[config.mk]
export PLATFORM = sky130hd
export DESIGN_NAME = uart_serial_port
export DESIGN_NICKNAME = d
export VERILOG_FILES = /design/src/rtl/uart_serial_port.sv
export SDC_FILE = /design/constraint.sdc
export NUM_CORES = 1
export LEC_CHECK = 0
export ABC_CLOCK_PERIOD_IN_PS = 4650
export CAP_MARGIN = 20
export CORE_AREA = 3 3 96 98
export DETAILED_ROUTE_END_ITERATION = 12
export DIE_AREA = 0 0 99 101
export GPL_ROUTABILITY_DRIVEN = 0
export PLACE_DENSITY = 0.74
export SLEW_MARGIN = 20
export SYNTH_ARGS = -nofsm -noshare
export SYNTH_HDL_FRONTEND = slang
export SYNTH_SLANG_ARGS = --single-unit
[constraint.sdc]
create_clock -name clock -period 4.65 [get_ports clock]
set_clock_uncertainty 0.15 [all_clocks]
set_input_delay 0.465 -clock clock [delete_from_list [all_inputs] [get_ports clock]]
set_output_delay 0.465 -clock clock [all_outputs]
set_load 0.01 [all_outputs]
[src/rtl/uart_serial_port.sv]
// uart_serial_port: 8N1 UART endpoint (LSB first) for the serial MMIO port.
// The TX path has a one-byte holding register in front of a shift FSM. Back-to-back
// bytes leave the line with no idle gap between frames.
// The RX path runs the line through a 2-flop synchronizer and a mid-bit sampling FSM.
// Received bytes go into a small FIFO. Its head is presented combinationally to the
// memory-mapped serial buffer.
module uart_serial_port #(
  parameter int CLKS_PER_BIT  = 434,
  parameter int RX_FIFO_DEPTH = 4
) (
  input  logic       clock,
  input  logic       reset,
  input  logic [7:0] tx_data_in,
  input  logic       tx_wren_in,
  output logic       tx_ready_out,
  output logic [7:0] rx_data_out,
  output logic       rx_valid_out,
  input  logic       rx_rden_in,
  input  logic       uart_rxd_in,
  output logic       uart_txd_out,
  output logic       rx_overrun_out,
  output logic       rx_frame_err_out
);

  localparam int CNT_W  = $clog2(CLKS_PER_BIT);
  localparam int PTR_W  = $clog2(RX_FIFO_DEPTH);
  localparam int FCNT_W = PTR_W + 1;

  // Bit-period counters count down. An event fires when a counter reads zero.
  localparam logic [CNT_W-1:0]  BIT_LAST  = CNT_W'(CLKS_PER_BIT - 1);
  localparam logic [CNT_W-1:0]  HALF_LAST = CNT_W'(CLKS_PER_BIT / 2 - 1);
  localparam logic [FCNT_W-1:0] FIFO_FULL = FCNT_W'(RX_FIFO_DEPTH);

  typedef enum logic [1:0] {TX_IDLE, TX_START, TX_DATA, TX_STOP} tx_state_t;
  typedef enum logic [2:0] {RX_IDLE, RX_START, RX_DATA, RX_STOP, RX_WAIT_HIGH} rx_state_t;

  // ---------------- TX ----------------
  tx_state_t        tx_state_reg, tx_state_next;
  logic [CNT_W-1:0] tx_cnt_reg, tx_cnt_next;
  logic [2:0]       tx_bit_reg, tx_bit_next;
  logic [7:0]       tx_shift_reg, tx_shift_next;
  logic             txd_reg, txd_next;
  logic             hold_full_reg, hold_full_next;
  logic [7:0]       hold_data_reg, hold_data_next;
  logic             tx_load;

  // TX state, shifter, line and holding register
  always_ff @(posedge clock or negedge reset) begin
    if (!reset) begin
      tx_state_reg  <= TX_IDLE;
      tx_cnt_reg    <= '0;
      tx_bit_reg    <= '0;
      tx_shift_reg  <= '0;
      txd_reg       <= 1'b1;
      hold_full_reg <= 1'b0;
      hold_data_reg <= '0;
    end else begin
      tx_state_reg  <= tx_state_next;
      tx_cnt_reg    <= tx_cnt_next;
      tx_bit_reg    <= tx_bit_next;
      tx_shift_reg  <= tx_shift_next;
      txd_reg       <= txd_next;
      hold_full_reg <= hold_full_next;
      hold_data_reg <= hold_data_next;
    end
  end

  // TX next-state: walk the frame, and reload from the holding register when it is full
  always_comb begin
    tx_state_next  = tx_state_reg;
    tx_cnt_next    = tx_cnt_reg;
    tx_bit_next    = tx_bit_reg;
    tx_shift_next  = tx_shift_reg;
    txd_next       = txd_reg;
    hold_full_next = hold_full_reg;
    hold_data_next = hold_data_reg;
    tx_load        = 1'b0;

    case (tx_state_reg)
      TX_IDLE: begin
        txd_next = 1'b1;
        if (hold_full_reg) tx_load = 1'b1;
      end
      TX_START: begin
        if (tx_cnt_reg == '0) begin
          tx_state_next = TX_DATA;
          txd_next      = tx_shift_reg[0];
          tx_bit_next   = '0;
          tx_cnt_next   = BIT_LAST;
        end else begin
          tx_cnt_next = tx_cnt_reg - CNT_W'(1);
        end
      end
      TX_DATA: begin
        if (tx_cnt_reg == '0) begin
          tx_cnt_next = BIT_LAST;
          if (tx_bit_reg == 3'd7) begin
            tx_state_next = TX_STOP;
            txd_next      = 1'b1;
          end else begin
            tx_shift_next = {1'b0, tx_shift_reg[7:1]};
            txd_next      = tx_shift_reg[1];
            tx_bit_next   = tx_bit_reg + 3'd1;
          end
        end else begin
          tx_cnt_next = tx_cnt_reg - CNT_W'(1);
        end
      end
      TX_STOP: begin
        if (tx_cnt_reg == '0) begin
          // A byte that is already waiting starts right away, so there is no idle gap
          if (hold_full_reg) tx_load = 1'b1;
          else               tx_state_next = TX_IDLE;
        end else begin
          tx_cnt_next = tx_cnt_reg - CNT_W'(1);
        end
      end
      default: tx_state_next = TX_IDLE;
    endcase

    if (tx_load) begin
      tx_state_next  = TX_START;
      tx_shift_next  = hold_data_reg;
      hold_full_next = 1'b0;
      txd_next       = 1'b0;
      tx_cnt_next    = BIT_LAST;
    end

    // A load needs hold_full=1 and an accepted write needs hold_full=0, so the two never collide
    if (tx_wren_in && !hold_full_reg) begin
      hold_full_next = 1'b1;
      hold_data_next = tx_data_in;
    end
  end

  assign tx_ready_out = ~hold_full_reg;
  assign uart_txd_out = txd_reg;

  // ---------------- RX ----------------
  logic [1:0]       sync_reg;
  logic             rxd_s;
  rx_state_t        rx_state_reg, rx_state_next;
  logic [CNT_W-1:0] rx_cnt_reg, rx_cnt_next;
  logic [2:0]       rx_bit_reg, rx_bit_next;
  logic [7:0]       rx_shift_reg, rx_shift_next;
  logic             push_req;
  logic             frame_err_reg, frame_err_next;
  logic             overrun_reg, overrun_next;

  // Two-flop synchronizer for the asynchronous line. It resets to idle (high).
  always_ff @(posedge clock or negedge reset) begin
    if (!reset) sync_reg <= 2'b11;
    else        sync_reg <= {sync_reg[0], uart_rxd_in};
  end
  assign rxd_s = sync_reg[1];

  // RX state, sample counter, shifter and registered error pulses
  always_ff @(posedge clock or negedge reset) begin
    if (!reset) begin
      rx_state_reg  <= RX_IDLE;
      rx_cnt_reg    <= '0;
      rx_bit_reg    <= '0;
      rx_shift_reg  <= '0;
      frame_err_reg <= 1'b0;
      overrun_reg   <= 1'b0;
    end else begin
      rx_state_reg  <= rx_state_next;
      rx_cnt_reg    <= rx_cnt_next;
      rx_bit_reg    <= rx_bit_next;
      rx_shift_reg  <= rx_shift_next;
      frame_err_reg <= frame_err_next;
      overrun_reg   <= overrun_next;
    end
  end

  // RX next-state: sample each bit at its middle, check the stop bit, and ride out a break
  always_comb begin
    rx_state_next  = rx_state_reg;
    rx_cnt_next    = rx_cnt_reg;
    rx_bit_next    = rx_bit_reg;
    rx_shift_next  = rx_shift_reg;
    push_req       = 1'b0;
    frame_err_next = 1'b0;

    case (rx_state_reg)
      RX_IDLE: begin
        if (!rxd_s) begin
          rx_state_next = RX_START;
          rx_cnt_next   = HALF_LAST;
        end
      end
      RX_START: begin
        if (rx_cnt_reg == '0) begin
          rx_cnt_next = BIT_LAST;
          rx_bit_next = '0;
          rx_state_next = rxd_s ? RX_IDLE : RX_DATA;
        end else begin
          rx_cnt_next = rx_cnt_reg - CNT_W'(1);
        end
      end
      RX_DATA: begin
        if (rx_cnt_reg == '0) begin
          rx_shift_next = {rxd_s, rx_shift_reg[7:1]};
          rx_cnt_next   = BIT_LAST;
          if (rx_bit_reg == 3'd7) rx_state_next = RX_STOP;
          else                    rx_bit_next   = rx_bit_reg + 3'd1;
        end else begin
          rx_cnt_next = rx_cnt_reg - CNT_W'(1);
        end
      end
      RX_STOP: begin
        if (rx_cnt_reg == '0) begin
          if (rxd_s) begin
            push_req      = 1'b1;
            rx_state_next = RX_IDLE;
          end else begin
            frame_err_next = 1'b1;
            rx_state_next  = RX_WAIT_HIGH;
          end
        end else begin
          rx_cnt_next = rx_cnt_reg - CNT_W'(1);
        end
      end
      RX_WAIT_HIGH: begin
        if (rxd_s) rx_state_next = RX_IDLE;
      end
      default: rx_state_next = RX_IDLE;
    endcase
  end

  // ---------------- RX FIFO ----------------
  logic [7:0]        fifo_mem [RX_FIFO_DEPTH];
  logic [PTR_W-1:0]  wr_ptr_reg, rd_ptr_reg;
  logic [FCNT_W-1:0] fifo_cnt_reg;
  logic              fifo_pop, fifo_push;

  // A pop makes room in the same cycle, so a full FIFO still accepts a push that coincides with a pop
  always_comb begin
    fifo_pop     = rx_rden_in && (fifo_cnt_reg != '0);
    fifo_push    = push_req && ((fifo_cnt_reg != FIFO_FULL) || fifo_pop);
    overrun_next = push_req && !fifo_push;
  end

  // FIFO storage. It has no reset and is only ever read below the count.
  always_ff @(posedge clock) begin
    if (fifo_push) fifo_mem[wr_ptr_reg] <= rx_shift_reg;
  end

  // FIFO pointers and occupancy. The pointers wrap naturally because the depth is a power of two.
  always_ff @(posedge clock or negedge reset) begin
    if (!reset) begin
      wr_ptr_reg   <= '0;
      rd_ptr_reg   <= '0;
      fifo_cnt_reg <= '0;
    end else begin
      if (fifo_push) wr_ptr_reg <= wr_ptr_reg + PTR_W'(1);
      if (fifo_pop)  rd_ptr_reg <= rd_ptr_reg + PTR_W'(1);
      case ({fifo_push, fifo_pop})
        2'b10:   fifo_cnt_reg <= fifo_cnt_reg + FCNT_W'(1);
        2'b01:   fifo_cnt_reg <= fifo_cnt_reg - FCNT_W'(1);
        default: fifo_cnt_reg <= fifo_cnt_reg;
      endcase
    end
  end

  assign rx_valid_out     = (fifo_cnt_reg != '0);
  assign rx_data_out      = rx_valid_out ? fifo_mem[rd_ptr_reg] : 8'h00;
  assign rx_overrun_out   = overrun_reg;
  assign rx_frame_err_out = frame_err_reg;

endmodule

# Word level (Yosys, flattened, before mapping)
# Memories as Yosys holds them, arrays and structs flattened.
# Index checks and enable logic that the tools add are counted.
[totals]
ram_bits = 32
mem_count = 1
inputBits = 13
ff_bits = 66
[classes]
reduce_logical = 33
addsub = 8
n_eq_ne = 30
n_bitwise = 1
muxes = 56
[mem_list]
columns = ["name", "depth", "width", "rd", "rd_ports_with_merged_regs", "write_ports", "line", "source"]
rows = [
  ["fifo_mem", 4, 8, 1, 0, 1, "232", "logic [7:0] fifo_mem [RX_FIFO_DEPTH];"],
]
[op_table]
columns = ["operator", "n"]
rows = [
  ["two-way mux 9 bit", 6],
  ["two-way mux 8 bit", 5],
  ["two-way mux 3 bit", 13],
  ["case mux 9 bit (3 select lines)", 1],
  ["!= test 2 bit, second input constant", 12],
  ["!= test 3 bit, second input constant", 7],
  ["zero test 9 bit", 2],
  ["case mux 3 bit (2 select lines)", 3],
  ["case mux 9 bit (2 select lines)", 1],
  ["subtractor 9 x 1 -> 9 bit, second input constant", 2],
  ["two-way mux 1 bit", 16],
  ["case mux 3 bit (5 select lines)", 1],
  ["two-way mux 2 bit", 7],
  ["AND reduction 6 bit", 2],
  ["nonzero test 2 bit", 6],
  ["adder 3 x 1 -> 3 bit, second input constant", 3],
  ["equality test 3 bit, second input constant", 3],
  ["AND reduction 3 bit", 3],
  ["nonzero test 3 bit", 3],
  ["AND reduction 4 bit", 2],
  ["nonzero test 4 bit", 2],
  ["equality test 2 bit, second input constant", 3],
  ["equality test 3 x 2 -> 1 bit, second input constant", 2],
  ["case mux 2 bit (3 select lines)", 1],
  ["14 further kinds", 22],
]

# Logic depth before layout (Yosys ltp)
# Gate-level depths: netlist of the first run.
[depth]
depth_word = 6
ltp_mapped = 10
ltp_nobuf = 10

# Least setup slack after synthesis of the first run
# No wires, ideal clock.
[synth_path]
kind = "reg2reg"
start = "register rx_cnt_reg[0]"
end = "memory fifo_mem[0][0] (enable)"
required_ps = 4190
arrival_ps = 1927
setup_time_ps = 310
path_stages_with_launch = 7
slack_ps = 2263
path_buffers = 1
path_cell_list = "dfrtp_1 inv_1 ha_1 or4b_1 buf_6 nor4b_4 and2_2"
[synth_via]
elab_chain_cells = 6
[synth_lines]
columns = ["element", "line", "source"]
rows = [
  ["start: declaration", "143", "logic [CNT_W-1:0] rx_cnt_reg, rx_cnt_next;"],
  ["start signal: assignment", "168", "rx_cnt_reg <= rx_cnt_next;"],
  ["zero test 9 bit", "212", "if (rx_cnt_reg == '0) begin"],
  ["two-way mux 1 bit", "212", ""],
  ["two-way mux 1 bit", "185", "case (rx_state_reg)"],
  ["logical AND 1 bit", "240", "fifo_push = push_req && ((fifo_cnt_reg != FIFO_FULL) || fifo_pop);"],
  ["two-way mux 1 bit", "246", "if (fifo_push) fifo_mem[wr_ptr_reg] <= rx_shift_reg;"],
  ["two-way mux 1 bit (not written as such)", "246", ""],
  ["end: declaration", "232", ""],
]
# No other way between the ends.

# Worst setup path in the final report of the first run
[layout_path]
start = "register rd_ptr_reg[0]"
end = "output rx_data_out[3]"
[layout_via]
elab_chain_cells = 2
[layout_lines]
columns = ["element", "line", "source"]
rows = [
  ["start: declaration", "233", "logic [PTR_W-1:0] wr_ptr_reg, rd_ptr_reg;"],
  ["start signal: assignment", "257", "if (fifo_pop) rd_ptr_reg <= rd_ptr_reg + PTR_W'(1);"],
  ["memory read (4 x 8 bit)", "-", ""],
  ["two-way mux 8 bit", "267", "assign rx_data_out = rx_valid_out ? fifo_mem[rd_ptr_reg] : 8'h00;"],
  ["end: declaration", "16", "output logic [7:0] rx_data_out,"],
]
# No other way between the ends.

==> results.sh, run 1 <==
export IMPL_run_status="finished, final reports clean"
export IMPL_synth_edff_count=32
export IMPL_critical_path_peak_fanout=10
export IMPL_setup_tns_after_final_layout_ps=0
export IMPL_port_buffers=25
export IMPL_largest_reg_flops=32
export IMPL_arrival_ps=2280
export IMPL_antenna_found_initial=0
export IMPL_clock_root_buffer="clkbuf_8"
export IMPL_r2r_cells=5
export IMPL_postSynth_asyncResetShare_pct=67.35
export IMPL_slew_headroom_pct=36.64
export IMPL_synth_area_mm2=0.004811
export IMPL_synth_seq_area_share_pct=54.38
export IMPL_cts_inserted_buffers=9
export IMPL_drt_drc_violations_left=0
export IMPL_worst_setup_hold_path_clk_slew_ps=110
export IMPL_netlist_cell_type_count=67
export IMPL_route_antenna_remaining_nets=0
export IMPL_row_count=34
export IMPL_synthesis_instances=393
export IMPL_min_period_over_period_pct=62.34
export IMPL_ys_dominant_reg_cell="dfrtp_1"
export IMPL_crit_path_cell_trace="mux4_2, nor2b_1, clkdlybuf4s50_1"
export IMPL_dpl_hpwl_mm=6.046
export IMPL_fin_util_pct=62.09
export IMPL_synth_ff_latch_count=98
export IMPL_setup_worst_path_class="flip-flop to output port"
export IMPL_number_of_vias_per_cell=5.941
export IMPL_cpPeakStageDelay_ps=700
export IMPL_via_count=3119
export IMPL_antenna_cells_inserted=0
export IMPL_worstSetupStartpointType="flip-flop"
export IMPL_finalWorstPathRequiredPeriod_ps=2899
export IMPL_timing_final_max_slew_violations=0
export IMPL_rrSetupSlack_ps=1960
export IMPL_synthesis_area_per_instance_um2=12.24
export IMPL_htree_levels=3
export IMPL_max_freq_mhz=345.0
export IMPL_crit_path_start="rd_ptr_reg[0]"
export IMPL_worst_ep_required_time_ps=4030
export IMPL_fp_dieH_um=101
export IMPL_worstReg2RegEnd="fifo_mem[0][2]"
export IMPL_io_pins=26
export IMPL_grtUsageTotal_pct=18.01
export IMPL_ctsResizeCount=0
export IMPL_route_final_wire_length_mm=8.427
export IMPL_initial_util_pct=56.26
export IMPL_chipWidth_um=99
export IMPL_number_of_search_and_repair_iterations_in_the_first_detailed_routing_pass=4
export IMPL_hold_violations=0
export IMPL_design_core_area_mm2=0.008551
export IMPL_area_added_between_synthesis_and_finish_pct=10.35
export IMPL_hold_path_startpoint="sync_reg[0]"
export IMPL_timing_critical_path_slowest_stage_cell="dfrtp_1"
export IMPL_tritoncts="built"
export IMPL_design_die_area_mm2=0.009999
export IMPL_layout_drive_gt1_share_pct=15.59
export IMPL_clk_latency_ps=360
export IMPL_grt_pass1_wl_mm=14.68
export IMPL_power_leakage_nw=2.242
export IMPL_net_count_after_synthesis=422
export IMPL_route_detailed_wl_per_inst_um=16.05
export IMPL_cap_violations=0
export IMPL_rsz0062_at_grt="false"
export IMPL_worst_slew_pin_transition_ps=948.4
export IMPL_clock_sink_count=98
export IMPL_first_global_vias=3146
export IMPL_drt_iter0_markers=151
export IMPL_grt_remaining_overflow=0
export IMPL_clock_tree_buffer_depth=2
export IMPL_r2r_start="rx_cnt_reg[0]"
export IMPL_finish_net_count=441
export IMPL_max_vdd_ir_drop_uv=232.5
export IMPL_report_final_setup_viol=0
export IMPL_crit_path_end="rx_data_out[3]"
export IMPL_synthesis_yosys_warnings=0
export IMPL_min_delay_path_class="flip-flop to flip-flop"
export IMPL_critical_path_endpoint_category="output port"
export IMPL_grt_start_max_net_pins=52
export IMPL_cellPowerDensity_mw_per_mm2=425.7
export IMPL_fin_hold_ws_ps=199.0
[routing by layer]
layer	global-route usage [%]	share of wire [%]	vias to the layer above
met5	0	0	-
met4	5.882	0.85	0
met3	3.114	3.3	9
met2	29.34	48	56
met1	24.78	47	1542
li1	-	-	1512
[worst min-delay path by stage]
stage | cells after the start | endpoint | slack [ps]
after floorplan | 0 | fifo_cnt_reg[0] | 20
after global placement | 0 | sync_reg[1] | 200
after detailed placement | 0 | sync_reg[1] | 200
after CTS | 0 | sync_reg[1] | 210
after global routing | 0 | sync_reg[1] | 220
final | 0 | sync_reg[1] | 200
[cell families after synthesis]
logic type               after synthesis  synth area share (%)
AND/OR/NAND/NOR                      114                 14.54
flip-flops                            98                 54.38
AO/OA/AOI/OAI                         85                 12.22
buffers and inverters                 37                 3.173
multiplexers                          37                 10.27
adder cells (fa/ha/maj)               16                 4.317
XOR/XNOR                               6                 1.092
[synthesized netlist by cell type (3+ instances only)]
library cell,number,area [µm²]
a211oi_1,3,22.52
and2_2,4,30.03
a21o_1,3,22.52
mux4_2,8,180.2
dfrtp_1,63,1577
nor4b_1,3,26.28
or3_1,4,25.02
a22o_1,9,78.83
o31ai_1,4,30.03
nor4_1,6,37.54
o211ai_1,4,30.03
a31oi_1,8,50.05
and3_1,4,25.02
inv_1,18,67.56
buf_2,5,25.02
nand2_1,19,71.32
mux2_2,19,214.0
o21ai_0,19,95.09
nor3b_1,3,22.52
nor3_1,9,45.04
nand3_1,14,70.07
clkbuf_1,12,45.04
nand2b_1,3,18.77
dfstp_2,3,78.83
a21oi_1,12,60.06
ha_1,15,187.7
xnor2_1,6,52.55
edfxtp_1,32,960.9
nor2b_1,16,100.1
nor2_1,11,41.29
mux2i_1,10,100.1
[stage by stage]
stage / instance area, µm² / worst slack [ps] / power [W] / std cells
final: 5309 / 1751 / 0.002260 / 525
after global routing: 5309 / 1623 / 0.002409 / 525
after CTS: 5304 / 1648 / 0.002273 / 525
after detailed placement: 5114 / 1974 / 0.001771 / 508
after global placement: 5114 / 2015 / 0.001737 / 508
after floorplan: 4811 / 2263 / 0.001613 / 393
[cell type report]
class | count | area [µm²]
multi-input cells | 258 | 2047
repair buffers | 27 | 262.8
fillers | 661 | 3242
inverters | 18 | 67.56
well taps | 108 | 135.1
clock inverters | 7 | 56.30
clock buffers | 9 | 123.9
flip-flops and latches | 98 | 2616
[layout by cell type (no fill, tap or decap), types with 6 or more instances in the layout]
cell type	instances
clkbuf_8	9
nor2_1	11
clkdlybuf4s50_1	24
inv_1	18
mux2_2	19
o21ai_0	19
mux4_2	8
ha_1	15
xnor2_1	6
nor3_1	8
dfrtp_1	63
nor4_1	6
edfxtp_1	32
a21oi_1	12
nand3_1	14
a31oi_1	8
mux2i_1	10
a22o_1	9
nand2_1	19
nor2b_1	16
[repair_timing]
item / in CTS / in global routing
setup buffers: 0 / 0
hold endpoints to repair: 14 / 0
hold buffers: 1 / 0
[power breakdown]
group | internal [W] | switching, W | total, W
Clock | 0.000203 | 0.000302 | 0.000505
Combinational | 0.000264 | 0.000291 | 0.000555
Sequential | 0.00103 | 0.000169 | 0.00120
Total | 0.00150 | 0.000761 | 0.00226
[critical path: cells and delay by family (launching register included)]
kind / cells / cell delay [ps]
buf+inv: 1 / 500
flops: 1 / 700
mux: 1 / 580
simple gates: 1 / 140
No activity file was read; power rests on OpenSTA's default activity.
==> run 2, diff against run 1 <==
Settings changed: ABC_CLOCK_PERIOD_IN_PS 4650 to 2500, CORE_AREA 3 3 96 98 to 3 3 99 101, DIE_AREA 0 0 99 101 to 0 0 102 104, PLACE_DENSITY 0.74 to 0.72.
Clock period 4.65 ns to 2.5 ns, I/O delays scaled along.
==> results.sh, run 2 (synthesis results as in run 1) <==
export IMPL_run_status="finished, final reports clean"
export IMPL_max_vdd_ir_drop_uv=425.7
export IMPL_hold_violations=0
export IMPL_place_worst_setup_slack_ps=-2.267
export IMPL_worst_slew_pin_transition_ps=632.2
export IMPL_report_final_setup_viol=0
export IMPL_power_net_switching_w=0.001440
export IMPL_clock_root_buffer="clkbuf_8"
export IMPL_port_buffers=25
export IMPL_sequentialPowerShare_pct=48.7
export IMPL_layout_cells_most_common_list="dfrtp_1 (63), buf_4 (33), edfxtp_1 (32)"
export IMPL_route_antenna_remaining_nets=0
export IMPL_pwr_share_clk_pct=23.4
export IMPL_worst_setup_hold_path_clk_slew_ps=100
export IMPL_hold_path_startpoint="uart_rxd_in"
export IMPL_clock_sink_count=98
export IMPL_min_period_over_period_pct=98.25
export IMPL_r2r_cells=7
export IMPL_cap_violations=0
export IMPL_first_global_vias=3210
export IMPL_row_count=35
export IMPL_finalWorstSetupSlack_ps=43.80
export IMPL_setup_worst_path_class="flip-flop to flip-flop"
export IMPL_comb_power_share_pct=27.9
export IMPL_grt_remaining_overflow=0
export IMPL_area_added_between_synthesis_and_finish_pct=16.44
export IMPL_mostFrequentLayoutCell="dfrtp_1"
export IMPL_fp_dieH_um=104
export IMPL_io_pins=26
export IMPL_rrSetupSlack_ps=40
export IMPL_layout_drive_gt1_share_pct=21.73
export IMPL_critical_path_endpoint_category="flip-flop"
export IMPL_chipWidth_um=102
export IMPL_dpl_hpwl_mm=6.330
export IMPL_cellPowerDensity_mw_per_mm2=793.9
export IMPL_max_freq_mhz=407.1
export IMPL_critical_path_peak_fanout=10
export IMPL_cts_inserted_buffers=9
export IMPL_drt_drc_violations_left=0
export IMPL_cell_int_power_w=0.003007
export IMPL_multiInputGateArea_mm2=0.002046
export IMPL_worstSetupStartpointType="flip-flop"
export IMPL_route_detailed_wl_per_inst_um=15.76
export IMPL_finalWorstPathRequiredPeriod_ps=2456
export IMPL_design_die_area_mm2=0.01061
export IMPL_grt_start_max_net_pins=27
export IMPL_tritoncts="built"
export IMPL_arrival_ps=2600
export IMPL_htree_levels=3
export IMPL_hold_depth=1
export IMPL_power_share_switching_pct=32.38
export IMPL_min_delay_path_class="input pin to flip-flop"
export IMPL_largest_reg_flops=32
export IMPL_r2r_start="rx_cnt_reg[1]"
export IMPL_sink_of_the_worst_hold_path="sync_reg[0]"
export IMPL_initial_util_pct=52.82
export IMPL_power_leakage_nw=2.470
export IMPL_via_count=3274
export IMPL_number_of_search_and_repair_iterations_in_the_first_detailed_routing_pass=5
export IMPL_grtUsageTotal_pct=17.78
export IMPL_worst_ep_required_time_ps=2640
export IMPL_timing_final_max_slew_violations=0
export IMPL_fillerInstances=741
export IMPL_antenna_found_initial=0
export IMPL_finalPower_w=0.004447
export IMPL_grt_pass1_wl_mm=15.25
export IMPL_design_core_area_mm2=0.009109
export IMPL_finish_net_count=475
export IMPL_area_sequential_mm2=0.002616
export IMPL_route_final_wire_length_mm=8.856
export IMPL_clock_tree_buffer_depth=2
export IMPL_worstReg2RegEnd="rx_cnt_reg[0]"
export IMPL_antenna_cells_inserted=0
export IMPL_drt_iter0_markers=257
export IMPL_clk_latency_ps=360
export IMPL_slew_headroom_pct=57.85
export IMPL_number_of_vias_per_cell=5.826
-- run 2: cell types whose count changed in the layout (fill, tap and decap cells not counted), sizes merged --
cell,change
buf,+34
bufinv,+1
clkdlybuf4s50,-3
clkinv,+1
dlygate4sd2,+1
dlymetal6s2s,+2
inv,-2
-- run 2: metal layers --
layer,up-vias,wire [µm],GRT usage (%),part of all wire [%]
met1,1602,4075,25.08,46
met5,-,0,0,0
met4,0,75,5.342,0.85
li1,1583,-,-,-
met2,79,4407,28.37,50
met3,10,298,2.817,3.4
-- run 2: per-stage QoR --
step	setup TNS [ps]	hold slack [ps]	instance area (µm²)	std cells	util (%)
5_1_grt	-70.33	127.6	5602	562	61.50
2_1_floorplan	0	-195.6	4811	393	-
3_5_place_dp	-2.267	49.55	5328	539	58.49
6_report	0	138.5	5602	562	61.50
3_3_place_gp	0	38.82	5328	539	58.49
4_1_cts	0	127.7	5540	556	60.82
-- run 2: layout make-up --
| type | instances | share of cell area (%) |
|---|---|---|
| Inverter | 18 | 1.206 |
| Tap cell | 111 | 2.479 |
| Clock inverter | 7 | 1.363 |
| Clock buffer | 9 | 2.211 |
| Timing Repair Buffer | 61 | 9.515 |
| Multi-Input combinational cell | 258 | 36.52 |
| Sequential cell | 98 | 46.71 |
-- run 2: how the worst max path moves through the flow --
stage                endpoint  depth (start not counted)           from
2_1_floorplan  fifo_mem[0][0]                          6  rx_cnt_reg[0]
6_report        rx_cnt_reg[0]                          7  rx_cnt_reg[1]
5_1_grt         rx_cnt_reg[2]                          8  rx_cnt_reg[1]
4_1_cts         rx_cnt_reg[0]                          7  rx_cnt_reg[1]
3_5_place_dp    rx_bit_reg[0]                          7  rx_cnt_reg[1]
3_3_place_gp    rx_cnt_reg[0]                          7  rx_cnt_reg[1]
-- run 2: timing repair --
| action | in CTS | in global routing |
|---|---|---|
| resized for setup | 2 | 5 |
| pin swaps | 1 | 1 |
| hold endpoints to repair | 15 | 0 |
| endpoints found under the setup margin | 9 | 17 |
| buffers inserted | 0 | 6 |
| hold buffers | 1 | 0 |
-- run 2: worst max-delay path: stages (launching register included) --
cell	delay, ps
dfrtp_1	410
inv_1	90
ha_1	160
or4b_4	510
buf_6	160
or3_1	510
nand2_1	200
mux2i_1	190
-- run 2: power groups by stage --
| stage | logic [W] | clock network [W] | registers, W |
|---|---|---|---|
| CTS | 0.00120 | 0.00107 | 0.00217 |
| floorplan | 0.000882 | 0 | 0.00212 |
| detailed placement | 0.00120 | 0 | 0.00219 |
| global placement | 0.00116 | 0 | 0.00219 |
| finish | 0.00124 | 0.00104 | 0.00216 |
| global route | 0.00139 | 0.00113 | 0.00221 |
